File: src/rtl/decode_pipe_stage_pkg.sv
// Shared types and helpers for the decode pipeline stage.
//   instruction_t       : raw 32-bit RV32I instruction word
//   enc_t               : instruction format, selects immediate layout
//   control_t           : decoded control bundle carried into EX
//   decode_out_t        : full ID/EX bundle at default widths
//   control_decode      : opcode -> control_t
//   immediate_extension : format-keyed sign-extended immediate (32-bit)
package decode_pipe_stage_pkg;

  localparam int unsigned XLEN_DEFAULT     = 32;
  localparam int unsigned REG_ID_W_DEFAULT = 5;

  localparam logic [6:0] OpReg    = 7'h33;
  localparam logic [6:0] OpImm    = 7'h13;
  localparam logic [6:0] OpLoad   = 7'h03;
  localparam logic [6:0] OpStore  = 7'h23;
  localparam logic [6:0] OpBranch = 7'h63;
  localparam logic [6:0] OpJalr   = 7'h67;
  localparam logic [6:0] OpJal    = 7'h6f;
  localparam logic [6:0] OpLui    = 7'h37;
  localparam logic [6:0] OpAuipc  = 7'h17;

  typedef logic [31:0] instruction_t;

  typedef enum logic [2:0] {EncR, EncI, EncS, EncB, EncU, EncJ} enc_t;

  typedef struct packed {
    enc_t       enc;
    logic       reg_write;
    logic       mem_read;
    logic       mem_write;
    logic       is_branch;
    logic       alu_src_imm;
    logic [3:0] alu_op;
  } control_t;

  typedef struct packed {
    logic [XLEN_DEFAULT-1:0]     pc;
    logic [XLEN_DEFAULT-1:0]     rs1_data;
    logic [XLEN_DEFAULT-1:0]     rs2_data;
    logic [XLEN_DEFAULT-1:0]     imm;
    logic [REG_ID_W_DEFAULT-1:0] rs1_id;
    logic [REG_ID_W_DEFAULT-1:0] rs2_id;
    logic [REG_ID_W_DEFAULT-1:0] rd_id;
    control_t                    control;
    logic                        jalr;
    logic [XLEN_DEFAULT-1:0]     jalr_tgt;
  } decode_out_t;

  // Unknown opcodes decode to an all-zero bundle (no side effects in EX).
  function automatic control_t control_decode(instruction_t instr);
    control_t ctrl;
    ctrl = '0;
    unique case (instr[6:0])
      OpReg: begin
        ctrl.enc       = EncR;
        ctrl.reg_write = 1'b1;
        ctrl.alu_op    = {instr[30], instr[14:12]};
      end
      OpImm: begin
        ctrl.enc         = EncI;
        ctrl.reg_write   = 1'b1;
        ctrl.alu_src_imm = 1'b1;
        // funct7[5] only selects SRAI vs SRLI among the immediate ops.
        ctrl.alu_op      = {(instr[14:12] == 3'b101) & instr[30], instr[14:12]};
      end
      OpLoad: begin
        ctrl.enc         = EncI;
        ctrl.reg_write   = 1'b1;
        ctrl.mem_read    = 1'b1;
        ctrl.alu_src_imm = 1'b1;
      end
      OpStore: begin
        ctrl.enc         = EncS;
        ctrl.mem_write   = 1'b1;
        ctrl.alu_src_imm = 1'b1;
      end
      OpBranch: begin
        ctrl.enc       = EncB;
        ctrl.is_branch = 1'b1;
        ctrl.alu_op    = {1'b0, instr[14:12]};
      end
      OpJalr: begin
        ctrl.enc         = EncI;
        ctrl.reg_write   = 1'b1;
        ctrl.is_branch   = 1'b1;
        ctrl.alu_src_imm = 1'b1;
      end
      OpJal: begin
        ctrl.enc       = EncJ;
        ctrl.reg_write = 1'b1;
        ctrl.is_branch = 1'b1;
      end
      OpLui, OpAuipc: begin
        ctrl.enc         = EncU;
        ctrl.reg_write   = 1'b1;
        ctrl.alu_src_imm = 1'b1;
      end
      default: ctrl = '0;
    endcase
    return ctrl;
  endfunction

  // Returns a 32-bit sign-extended immediate; callers widen with a signed cast to XLEN.
  function automatic logic [31:0] immediate_extension(instruction_t instr, enc_t enc);
    logic [31:0] imm;
    unique case (enc)
      EncI:    imm = {{20{instr[31]}}, instr[31:20]};
      EncS:    imm = {{20{instr[31]}}, instr[31:25], instr[11:7]};
      EncB:    imm = {{19{instr[31]}}, instr[31], instr[7], instr[30:25], instr[11:8], 1'b0};
      EncU:    imm = {instr[31:12], 12'b0};
      EncJ:    imm = {{11{instr[31]}}, instr[31], instr[19:12], instr[20], instr[30:21], 1'b0};
      default: imm = '0;
    endcase
    return imm;
  endfunction

endpackage

File: src/rtl/decode_pipe_stage_if.sv
// Fetch-side, write-back and ID/EX-side signals of the decode stage.
//   master : the surrounding pipeline (drives instruction, wb, flush, out_ready)
//   slave  : the decode stage itself
interface decode_pipe_stage_if import decode_pipe_stage_pkg::*; #(
  parameter int unsigned XLEN     = 32,
  parameter int unsigned REG_ID_W = 5
);

  logic                in_valid;
  logic                in_ready;
  instruction_t        instruction;
  logic [XLEN-1:0]     pc_in;
  logic                flush;
  logic                wb_en;
  logic [REG_ID_W-1:0] wb_id;
  logic [XLEN-1:0]     wb_data;
  logic                out_valid;
  logic                out_ready;
  logic [XLEN-1:0]     out_pc;
  logic [XLEN-1:0]     out_rs1_data;
  logic [XLEN-1:0]     out_rs2_data;
  logic [XLEN-1:0]     out_imm;
  logic [REG_ID_W-1:0] out_rs1_id;
  logic [REG_ID_W-1:0] out_rs2_id;
  logic [REG_ID_W-1:0] out_rd_id;
  control_t            out_control;
  logic                out_jalr;
  logic [XLEN-1:0]     out_jalr_tgt;
  logic                hazard_stall;

  modport master (
    output in_valid, instruction, pc_in, flush, wb_en, wb_id, wb_data, out_ready,
    input  in_ready, out_valid, out_pc, out_rs1_data, out_rs2_data, out_imm, out_rs1_id,
           out_rs2_id, out_rd_id, out_control, out_jalr, out_jalr_tgt, hazard_stall
  );

  modport slave (
    input  in_valid, instruction, pc_in, flush, wb_en, wb_id, wb_data, out_ready,
    output in_ready, out_valid, out_pc, out_rs1_data, out_rs2_data, out_imm, out_rs1_id,
           out_rs2_id, out_rd_id, out_control, out_jalr, out_jalr_tgt, hazard_stall
  );

endinterface

File: src/rtl/decode_pipe_stage_regfile_bypass.sv
// NUM_REGS x XLEN register file, two combinational read ports, one write port.
//   clk, reset        : clock, async active-high reset (clears every entry)
//   wr_en/wr_id/wr_data : write port; writes to x0 are dropped
//   rd_a_id/rd_a_data : read port A (x0 reads 0, same-cycle write is bypassed)
//   rd_b_id/rd_b_data : read port B (same rules)
module decode_pipe_stage_regfile_bypass #(
  parameter int unsigned XLEN     = 32,
  parameter int unsigned NUM_REGS = 32,
  parameter int unsigned REG_ID_W = 5
) (
  input  logic                clk,
  input  logic                reset,
  input  logic                wr_en,
  input  logic [REG_ID_W-1:0] wr_id,
  input  logic [XLEN-1:0]     wr_data,
  input  logic [REG_ID_W-1:0] rd_a_id,
  output logic [XLEN-1:0]     rd_a_data,
  input  logic [REG_ID_W-1:0] rd_b_id,
  output logic [XLEN-1:0]     rd_b_data
);

  logic [XLEN-1:0] regs_q [NUM_REGS];

  always_ff @(posedge clk or posedge reset) begin
    if (reset) begin
      for (int unsigned i = 0; i < NUM_REGS; i++) regs_q[i] <= '0;
    end else if (wr_en && wr_id != '0) begin
      regs_q[wr_id] <= wr_data;
    end
  end

  always_comb begin
    rd_a_data = regs_q[rd_a_id];
    if (rd_a_id == '0)                      rd_a_data = '0;
    else if (wr_en && wr_id == rd_a_id)     rd_a_data = wr_data;
  end

  always_comb begin
    rd_b_data = regs_q[rd_b_id];
    if (rd_b_id == '0)                      rd_b_data = '0;
    else if (wr_en && wr_id == rd_b_id)     rd_b_data = wr_data;
  end

endmodule

File: src/rtl/decode_pipe_stage.sv
// Registered decode stage between fetch and execute.
//   clk, reset : clock, async active-high reset
//   bus        : slave side of decode_pipe_stage_if (fetch handshake, write-back port,
//                flush, ID/EX bundle with valid/ready, hazard_stall)
// Decodes control, reads/bypasses operands, extends the immediate, computes the JALR
// target and inserts a bubble on a load-use dependency against the bundle held in ID/EX.
module decode_pipe_stage import decode_pipe_stage_pkg::*; #(
  parameter int unsigned XLEN     = XLEN_DEFAULT,
  parameter int unsigned NUM_REGS = 32,
  parameter int unsigned REG_ID_W = $clog2(NUM_REGS)
) (
  input logic               clk,
  input logic               reset,
  decode_pipe_stage_if.slave bus
);

  control_t            ctrl;
  logic [REG_ID_W-1:0] rs1_id, rs2_id, rd_id;
  logic [XLEN-1:0]     rs1_data, rs2_data, imm, jalr_sum;
  logic                adv, hazard;

  logic                valid_q;
  logic [XLEN-1:0]     pc_q, rs1_data_q, rs2_data_q, imm_q, jalr_tgt_q;
  logic [REG_ID_W-1:0] rs1_id_q, rs2_id_q, rd_id_q;
  control_t            control_q;
  logic                jalr_q;

  decode_pipe_stage_regfile_bypass #(
    .XLEN     (XLEN),
    .NUM_REGS (NUM_REGS),
    .REG_ID_W (REG_ID_W)
  ) u_regfile (
    .clk       (clk),
    .reset     (reset),
    .wr_en     (bus.wb_en),
    .wr_id     (bus.wb_id),
    .wr_data   (bus.wb_data),
    .rd_a_id   (rs1_id),
    .rd_a_data (rs1_data),
    .rd_b_id   (rs2_id),
    .rd_b_data (rs2_data)
  );

  always_comb begin
    ctrl     = control_decode(bus.instruction);
    rs1_id   = bus.instruction[15 +: REG_ID_W];
    rs2_id   = bus.instruction[20 +: REG_ID_W];
    // Formats without a destination report rd 0 so EX forwarding never matches them.
    rd_id    = ctrl.reg_write ? bus.instruction[7 +: REG_ID_W] : '0;
    imm      = XLEN'($signed(immediate_extension(bus.instruction, ctrl.enc)));
    jalr_sum = rs1_data + imm;
  end

  // Conservative: both rs fields are compared whatever the incoming format.
  assign hazard = bus.in_valid && valid_q && control_q.mem_read && rd_id_q != '0 &&
                  (rd_id_q == rs1_id || rd_id_q == rs2_id);
  assign adv    = !valid_q || bus.out_ready;

  assign bus.hazard_stall = hazard;
  assign bus.in_ready     = adv && !hazard && !bus.flush;

  always_ff @(posedge clk or posedge reset) begin
    if (reset) begin
      valid_q    <= 1'b0;
      pc_q       <= '0;
      rs1_data_q <= '0;
      rs2_data_q <= '0;
      imm_q      <= '0;
      rs1_id_q   <= '0;
      rs2_id_q   <= '0;
      rd_id_q    <= '0;
      control_q  <= '0;
      jalr_q     <= 1'b0;
      jalr_tgt_q <= '0;
    end else if (bus.flush) begin
      // Flush wins even under backpressure.
      valid_q <= 1'b0;
    end else if (adv) begin
      if (hazard) begin
        valid_q <= 1'b0;
      end else begin
        valid_q <= bus.in_valid;
        if (bus.in_valid) begin
          pc_q       <= bus.pc_in;
          rs1_data_q <= rs1_data;
          rs2_data_q <= rs2_data;
          imm_q      <= imm;
          rs1_id_q   <= rs1_id;
          rs2_id_q   <= rs2_id;
          rd_id_q    <= rd_id;
          control_q  <= ctrl;
          jalr_q     <= (ctrl.enc == EncI) && ctrl.is_branch;
          jalr_tgt_q <= {jalr_sum[XLEN-1:1], 1'b0};
        end
      end
    end
  end

  assign bus.out_valid    = valid_q;
  assign bus.out_pc       = pc_q;
  assign bus.out_rs1_data = rs1_data_q;
  assign bus.out_rs2_data = rs2_data_q;
  assign bus.out_imm      = imm_q;
  assign bus.out_rs1_id   = rs1_id_q;
  assign bus.out_rs2_id   = rs2_id_q;
  assign bus.out_rd_id    = rd_id_q;
  assign bus.out_control  = control_q;
  assign bus.out_jalr     = jalr_q;
  assign bus.out_jalr_tgt = jalr_tgt_q;

endmodule

File: src/flat_wrapper.sv
// flat-port wrapper written by rule: the top's interface ports become plain ports
module decode_pipe_stage_flat import decode_pipe_stage_pkg::*;
#(
  parameter int unsigned XLEN     = XLEN_DEFAULT,
  parameter int unsigned NUM_REGS = 32,
  parameter int unsigned REG_ID_W = $clog2(NUM_REGS)
)
  (clk, reset, bus_in_valid, bus_instruction, bus_pc_in, bus_flush, bus_wb_en, bus_wb_id, bus_wb_data, bus_out_ready, bus_in_ready, bus_out_valid, bus_out_pc, bus_out_rs1_data, bus_out_rs2_data, bus_out_imm, bus_out_rs1_id, bus_out_rs2_id, bus_out_rd_id, bus_out_control, bus_out_jalr, bus_out_jalr_tgt, bus_hazard_stall);
  decode_pipe_stage_if #(.XLEN(XLEN), .REG_ID_W(REG_ID_W)) bus_i ();
  input logic clk;
  input logic reset;
  input wire logic [$bits(bus_i.in_valid)-1:0] bus_in_valid;
  input wire logic [$bits(bus_i.instruction)-1:0] bus_instruction;
  input wire logic [$bits(bus_i.pc_in)-1:0] bus_pc_in;
  input wire logic [$bits(bus_i.flush)-1:0] bus_flush;
  input wire logic [$bits(bus_i.wb_en)-1:0] bus_wb_en;
  input wire logic [$bits(bus_i.wb_id)-1:0] bus_wb_id;
  input wire logic [$bits(bus_i.wb_data)-1:0] bus_wb_data;
  input wire logic [$bits(bus_i.out_ready)-1:0] bus_out_ready;
  output wire logic [$bits(bus_i.in_ready)-1:0] bus_in_ready;
  output wire logic [$bits(bus_i.out_valid)-1:0] bus_out_valid;
  output wire logic [$bits(bus_i.out_pc)-1:0] bus_out_pc;
  output wire logic [$bits(bus_i.out_rs1_data)-1:0] bus_out_rs1_data;
  output wire logic [$bits(bus_i.out_rs2_data)-1:0] bus_out_rs2_data;
  output wire logic [$bits(bus_i.out_imm)-1:0] bus_out_imm;
  output wire logic [$bits(bus_i.out_rs1_id)-1:0] bus_out_rs1_id;
  output wire logic [$bits(bus_i.out_rs2_id)-1:0] bus_out_rs2_id;
  output wire logic [$bits(bus_i.out_rd_id)-1:0] bus_out_rd_id;
  output wire logic [$bits(bus_i.out_control)-1:0] bus_out_control;
  output wire logic [$bits(bus_i.out_jalr)-1:0] bus_out_jalr;
  output wire logic [$bits(bus_i.out_jalr_tgt)-1:0] bus_out_jalr_tgt;
  output wire logic [$bits(bus_i.hazard_stall)-1:0] bus_hazard_stall;
  assign bus_i.in_valid = bus_in_valid;
  assign bus_i.instruction = bus_instruction;
  assign bus_i.pc_in = bus_pc_in;
  assign bus_i.flush = bus_flush;
  assign bus_i.wb_en = bus_wb_en;
  assign bus_i.wb_id = bus_wb_id;
  assign bus_i.wb_data = bus_wb_data;
  assign bus_i.out_ready = bus_out_ready;
  assign bus_in_ready = bus_i.in_ready;
  assign bus_out_valid = bus_i.out_valid;
  assign bus_out_pc = bus_i.out_pc;
  assign bus_out_rs1_data = bus_i.out_rs1_data;
  assign bus_out_rs2_data = bus_i.out_rs2_data;
  assign bus_out_imm = bus_i.out_imm;
  assign bus_out_rs1_id = bus_i.out_rs1_id;
  assign bus_out_rs2_id = bus_i.out_rs2_id;
  assign bus_out_rd_id = bus_i.out_rd_id;
  assign bus_out_control = bus_i.out_control;
  assign bus_out_jalr = bus_i.out_jalr;
  assign bus_out_jalr_tgt = bus_i.out_jalr_tgt;
  assign bus_hazard_stall = bus_i.hazard_stall;
  decode_pipe_stage #(.XLEN(XLEN), .NUM_REGS(NUM_REGS), .REG_ID_W(REG_ID_W)) u_core (.clk(clk), .reset(reset), .bus(bus_i));
endmodule
File: config.mk
export PLATFORM = sky130hd
export DESIGN_NAME = decode_pipe_stage_flat
export DESIGN_NICKNAME = d
export VERILOG_FILES = /design/src/rtl/decode_pipe_stage_pkg.sv /design/src/rtl/decode_pipe_stage_if.sv /design/src/rtl/decode_pipe_stage_regfile_bypass.sv /design/src/rtl/decode_pipe_stage.sv /design/src/flat_wrapper.sv
export SDC_FILE = /design/constraint.sdc
export NUM_CORES = 2
export LEC_CHECK = 0
export CORE_ASPECT_RATIO = 1.4
export CORE_MARGIN = 5
export CORE_UTILIZATION = 66
export CTS_CLUSTER_SIZE = 30
export DETAILED_ROUTE_END_ITERATION = 8
export PLACE_DENSITY_LB_ADDON = 0.3
export SLEW_MARGIN = 20
export SYNTH_ARGS = -nofsm -noshare
export SYNTH_HDL_FRONTEND = slang
export SYNTH_HIERARCHICAL = 1
export SYNTH_SLANG_ARGS = --single-unit
File: constraint.sdc
create_clock -name clk -period 85.4 [get_ports clk]
set_input_delay 12.81 -clock clk [delete_from_list [all_inputs] [get_ports clk]]
set_output_delay 12.81 -clock clk [all_outputs]
set_load 0.005 [all_outputs]
=== Word-level counts from Yosys, hierarchy flattened ===
Cells that the tools add are included.

* Add/subtract/negate cells: 1
* $mul: 0
* Divide/modulo/power cells: 0
* Magnitude comparators: 4
* Equal/unequal tests: 19
* Shifts and indexed selects: 0
* Multiplexer cells: 25
* Bitwise operators: 6
* Reductions and logical operators: 27

{| class="wikitable"
|+ Operators by type and width
! cell !! count
|-
| $bwmux 1024 || 1
|-
| $bmux 32 s5 || 2
|-
| $mux 32 || 9
|-
| $demux 32 s5 || 1
|-
| $pmux 32 s5 || 1
|-
| $add 32x32->32 || 1
|-
| $eq 7x6->1 const B || 3
|-
| $eq 7x7->1 const B || 3
|-
| $eq 5x5->1 || 4
|-
| $ge 6x6->1 const B || 3
|-
| $not 5->6 || 3
|-
| $pmux 3 s5 || 1
|-
| $eq 7x5->1 const B || 2
|-
| $pmux 4 s3 || 1
|-
| $logic_and 1x1->1 || 11
|-
| $logic_not 5->1 || 2
|-
| $reduce_bool 5->1 || 2
|-
| $eq 3x3->1 const B || 3
|-
| $mux 1 || 8
|-
| $eq 7x2->1 const B || 1
|-
| $reduce_or 7->1 || 1
|-
| $eq 3x2->1 const B || 2
|-
| $lt 6x1->1 const B || 1
|-
| $reduce_or 3->1 || 2
|-
| 10 further kinds || 14
|}

* Bits in registers: 1212
* Bits in latches: 0
* Bits in writable memories: 0
* Bits in read-only memories: 0
* Input port bits: 107
* Output and inout bits: 191
* Memories: 0

=== Longest topological paths before layout ===
* Depth after elaboration: 7
* Mapped depth: 20
* Mapped depth without buffers: 17

=== Cells and area by module ===
Netlist, hierarchy kept.

{| class="wikitable"
|+ Modules (own cells, without submodules)
! module !! times used !! cells an instance !! area each (um^2) !! sequential area each (um^2)
|-
| decode_pipe_stage_regfile_bypass || 1 || 3802 || 54856.4 || 25624.6
|-
| decode_pipe_stage || 1 || 1073 || 9391.5 || 4704.5
|}

=== Worst setup path after synthesis ===
Ideal clock, no wire load.

* Path kind: input to output
* Start point: input bus_instruction[15]
* End point: output bus_in_ready
* Arrival: 13.546 ns
* Required time: 72.590 ns
* Setup slack: 59.044 ns
* Stages: 5
* Path buffers: 0
* Cells stage by stage: xor2_1 -> nor3_1 -> nand3_1 -> a21oi_1 -> nor2_1

* Longest elaborated chain between the ends: 6

{| class="wikitable"
|+ RTL lines
! item !! RTL line !! source
|-
| start, declared || flat_wrapper.sv:13 || <nowiki>input wire logic [$bits(bus_i.instruction)-1:0] bus_instruction;</nowiki>
|-
| $eq 5x5->1 || decode_pipe_stage.sv:56 || <nowiki>(rd_id_q == rs1_id || rd_id_q == rs2_id);</nowiki>
|-
| $logic_or 1x1->1 || decode_pipe_stage.sv:56 ||
|-
| $logic_and 1x1->1 || decode_pipe_stage.sv:55 || <nowiki>assign hazard = bus.in_valid && valid_q && control_q.mem_read && rd_id_q != '0 &&</nowiki>
|-
| net bus_hazard_stall || flat_wrapper.sv:32 || <nowiki>output wire logic [$bits(bus_i.hazard_stall)-1:0] bus_hazard_stall;</nowiki>
|-
| $logic_not 1->1 || decode_pipe_stage.sv:60 || <nowiki>assign bus.in_ready = adv && !hazard && !bus.flush;</nowiki>
|-
| $logic_and 1x1->1 (2 in series) || decode_pipe_stage.sv:60 ||
|-
| end, declared || flat_wrapper.sv:20 || <nowiki>output wire logic [$bits(bus_i.in_ready)-1:0] bus_in_ready;</nowiki>
|}

The timed path passes the listed nets, and every way through them passes these cells.

=== Worst setup path in the final report ===
* Start point: input bus_instruction[20]
* End point: output bus_hazard_stall

* Longest elaborated chain between the ends: 3

{| class="wikitable"
|+ RTL lines
! item !! RTL line
|-
| $eq 5x5->1 || decode_pipe_stage.sv:56
|-
| $logic_or 1x1->1 || decode_pipe_stage.sv:56
|-
| $logic_and 1x1->1 || decode_pipe_stage.sv:55
|-
| end, declared || flat_wrapper.sv:32
|}

Every way passes these cells.

==> results_dict.tcl <==
set metrics [dict create \
    critPathSlowestCell "buf_8" \
    worst_ep_required_time_ns 72.59 \
    tightest_slew_ns 1.25 \
    drtPass1Iterations 5 \
    final.period_utilization 0.326 \
    slew_viol_final 0 \
    drive_gt1_frac 0.367 \
    cts_made_buffers 111 \
    wirelength_um 210000 \
    grt_pass1_wl_um 309000 \
    yosysSeqAreaShare 0.472 \
    clock_latency_ns 0.74 \
    synth_top_family_by_area "multiplexers" \
    fin_setup_tns_ns 0 \
    worstSetupStartpoint "bus_instruction[20]" \
    cts_tree "done" \
    cts.root.buffer_cell "clkbuf_16" \
    yosys.area_share.simple 0.0574 \
    p_comb_frac 0.220 \
    grt.total_usage 0.403 \
    max_stage_delay_ns 0.62 \
    post-synth-top-area-cell "dfrtp_1" \
    status "complete, no violations" \
    grt_pass1_vias 47509 \
    ys_top_cells_by_area "dfrtp_1 (47%), mux2_2 (18%), mux4_2 (14%)" \
    cts_resized 0 \
    coreArea_um2 96800 \
    endpoint_kind "output pin" \
    avgSynthCellArea_um2 13.2 \
    async_flop_share 1.00 \
    rsz0062_at_grt "no" \
    grt_max_degree 184 \
    fp.dieH_um 379 \
    cp-start-kind "input port" \
    hp-class "reg -> reg" \
    path_delay_family "buffers and inverters" \
    hp-start "u_core/u_regfile/regs_q[1006]" \
    p_switching_mw 0.469 \
    cp-endpoint "bus_hazard_stall" \
    rr_startpoint "u_core/bus.out_rd_id[0]" \
    crit_chain "buf_8 > xor2_1 > nor3_1 > nand3_1 > a21oi_1 > clkdlybuf4s50_1" \
    ys.flop_type "dfrtp_1" \
    ys_seq_elements 1212 \
    worstReg2RegEnd "u_core/bus.out_jalr_tgt[30]" \
    ir_drop_v 0.0000181 \
    clk_path_buf_depth 3 \
    portBuffers 296 \
    dp_hpwl_um 124000 \
    syn_nets 5013 \
    yosys_warnings 6 \
    clkPwrFrac 0.321 \
    cp.arrival_ns 15.01 \
    post-route-drc-count 0 \
    initial_core_util 0.664 \
    cp_num_cells 6 \
    ant_nets 0 \
    final_net_count 5060 \
    final_common_cell "dfrtp_1" \
    synth-edff-count 0 \
    fmax_ghz 0.0359 \
    grt.overflow.total 0 \
    leakage_nw 31.8 \
    worstPathMaxFanout 69 \
    vias 46716 \
    hold_viol_final 0 \
    grtUsageMet1 0.497 \
    drt_first_iter_violations 6175 \
    setup_viol 0 \
    grtUsageMet2 0.616 \
    final.min_clock_period_ns 27.82 \
    netlist_instances 4875 \
    intPower_mw 1.19 \
    power.density_nw_per_um2 23.0 \
    ioPinCount 298 \
    crit_buf_inv 2 \
    syn_area_um2 64200 \
    worstRegToRegCells 10 \
    cts_sinks 1212 \
    swShare 0.283 \
    gr-max-usage-layer "met2" \
    mostFrequentLayoutCells "dfrtp_1 (1212), mux2_2 (1026), nand2_1 (529)" \
    wl_per_cell_um 33.2 \
    maxCapViolCount 0 \
    htreeDepth 3 \
    synth-xor-area-share 0.00545 \
    num_rows 135 \
    area_growth_pct 11.8 \
    synth_fa_ha_area_frac 0.00615 \
    fp.dieArea_um2 104000 \
    skew_ns 0.0322 \
    ctsHoldBuffers 0 \
    regToRegSetupSlack_ns 80.87 \
    synth_cell_type_count 78 \
    synth-compound-area-share 0.0646 \
    power_frac_seq 0.460 \
    die_x_um 274 \
    gp_congestion 0.902 \
    whs_ns 0.398 \
    post_cts_buffers 0 \
    antenna_found_initial 12 \
    grt_util_met3 0.126 \
    relSlewSlack 0.163 \
    path_clk_slew_ns 0.07 \
    yosysTopAreaCellShare 0.472 \
    detail_route.vias_per_cell 7.38 \
    critPathKind "in -> out" \
    synthMuxAreaShare 0.359 \
]
-- registers in the layout, summed over array words and instances (netlist names) --
name,cells
u_core/u_regfile/regs_q,1024
u_core/bus.out_imm,32
u_core/bus.out_pc,32
u_core/bus.out_rs1_data,32
u_core/bus.out_rs2_data,32
u_core/bus.out_jalr_tgt,31
u_core/bus.out_control,12
u_core/bus.out_rd_id,5
u_core/bus.out_rs1_id,5
u_core/bus.out_rs2_id,5
u_core/bus.out_jalr,1
u_core/bus.out_valid,1
-- metal layers --
metal  wire length (um)  vias to the layer above
met5                 31                        -
met4              17900                        6
met3              26400                     1002
met2              94900                     3399
met1              71100                    23943
li1                   -                    18366
-- worst register-to-register path, cell delays in order (launching register included) --
cell and delay (ns):
dfrtp_1 0.45, xor2_1 0.19, nor3_1 0.29, nand3_1 0.12
a21oi_1 0.45, or3b_4 0.73, buf_4 0.74, buf_4 0.86
nor3b_1 0.16, a211oi_1 0.29, o211ai_1 0.13
-- worst min-delay path by stage --
stage	end	slack, ns	cells after the start
CTS	u_core/u_regfile/regs_q[1010]	0.40	0
finish	u_core/u_regfile/regs_q[1006]	0.40	0
global route	u_core/u_regfile/regs_q[1016]	0.41	0
detailed placement	u_core/u_regfile/regs_q[1006]	0.39	0
global placement	u_core/u_regfile/regs_q[1011]	0.38	0
floorplan	u_core/u_regfile/regs_q[1001]	0.44	1
-- power by group through the flow --
stage          clock (mW)  sequential (mW)  combinational [mW]
2_1_floorplan           0            0.743               0.251
4_1_cts             0.534            0.756               0.359
3_5_place_dp            0            0.765               0.356
6_report            0.531            0.761               0.363
3_3_place_gp            0            0.755               0.345
5_1_grt             0.556            0.771               0.386
-- logic make-up (layout without fill, tap and decap cells) --
group,Yosys count,count (layout)
compound gates,576,576
xor+xnor,40,40
fa+ha+maj,31,31
buf+inv,505,647
flops,1212,1212
mux,1669,1669
other cells,1,11
simple gates,841,841
-- stage by stage --
stage	power (mW)	cells	instance area [um2]	setup slack [ns]	util
finish	1.66	6328	71800	57.58	0.742
global route	1.71	6323	71800	57.47	0.742
CTS	1.65	6317	71800	57.54	0.742
detailed placement	1.12	6109	67900	57.54	0.702
global placement	1.10	6109	67900	57.50	0.702
floorplan	0.994	4875	64200	43.77	-
-- cell usage after synthesis, drive strengths merged (11+ instances only) --
library cell,count
a221oi,14
xnor2,23
mux2i,237
dfrtp,1212
nand4,19
buf,220
a211oi,26
mux4,406
o21ai,56
nor3,25
nand3,56
a221o,27
inv,18
clkbuf,267
mux2,1026
xor2,17
nor3b,12
nor2,88
o22ai,29
a21oi,99
o211ai,27
nand2,544
nor2b,11
a22oi,178
nand2b,15
and2,14
ha,30
a21o,27
-- layout make-up --
class / instances / area, um2
well taps: 1301 / 1630
fillers: 6129 / 25000
repair buffers: 421 / 3960
diodes: 10 / 25.0
multi-input cells: 3158 / 31900
inverters: 18 / 82.6
clock inverters: 49 / 643
clock buffers: 159 / 3240
flip-flops and latches: 1212 / 30300
No activity file was read; power rests on OpenSTA's default activity.
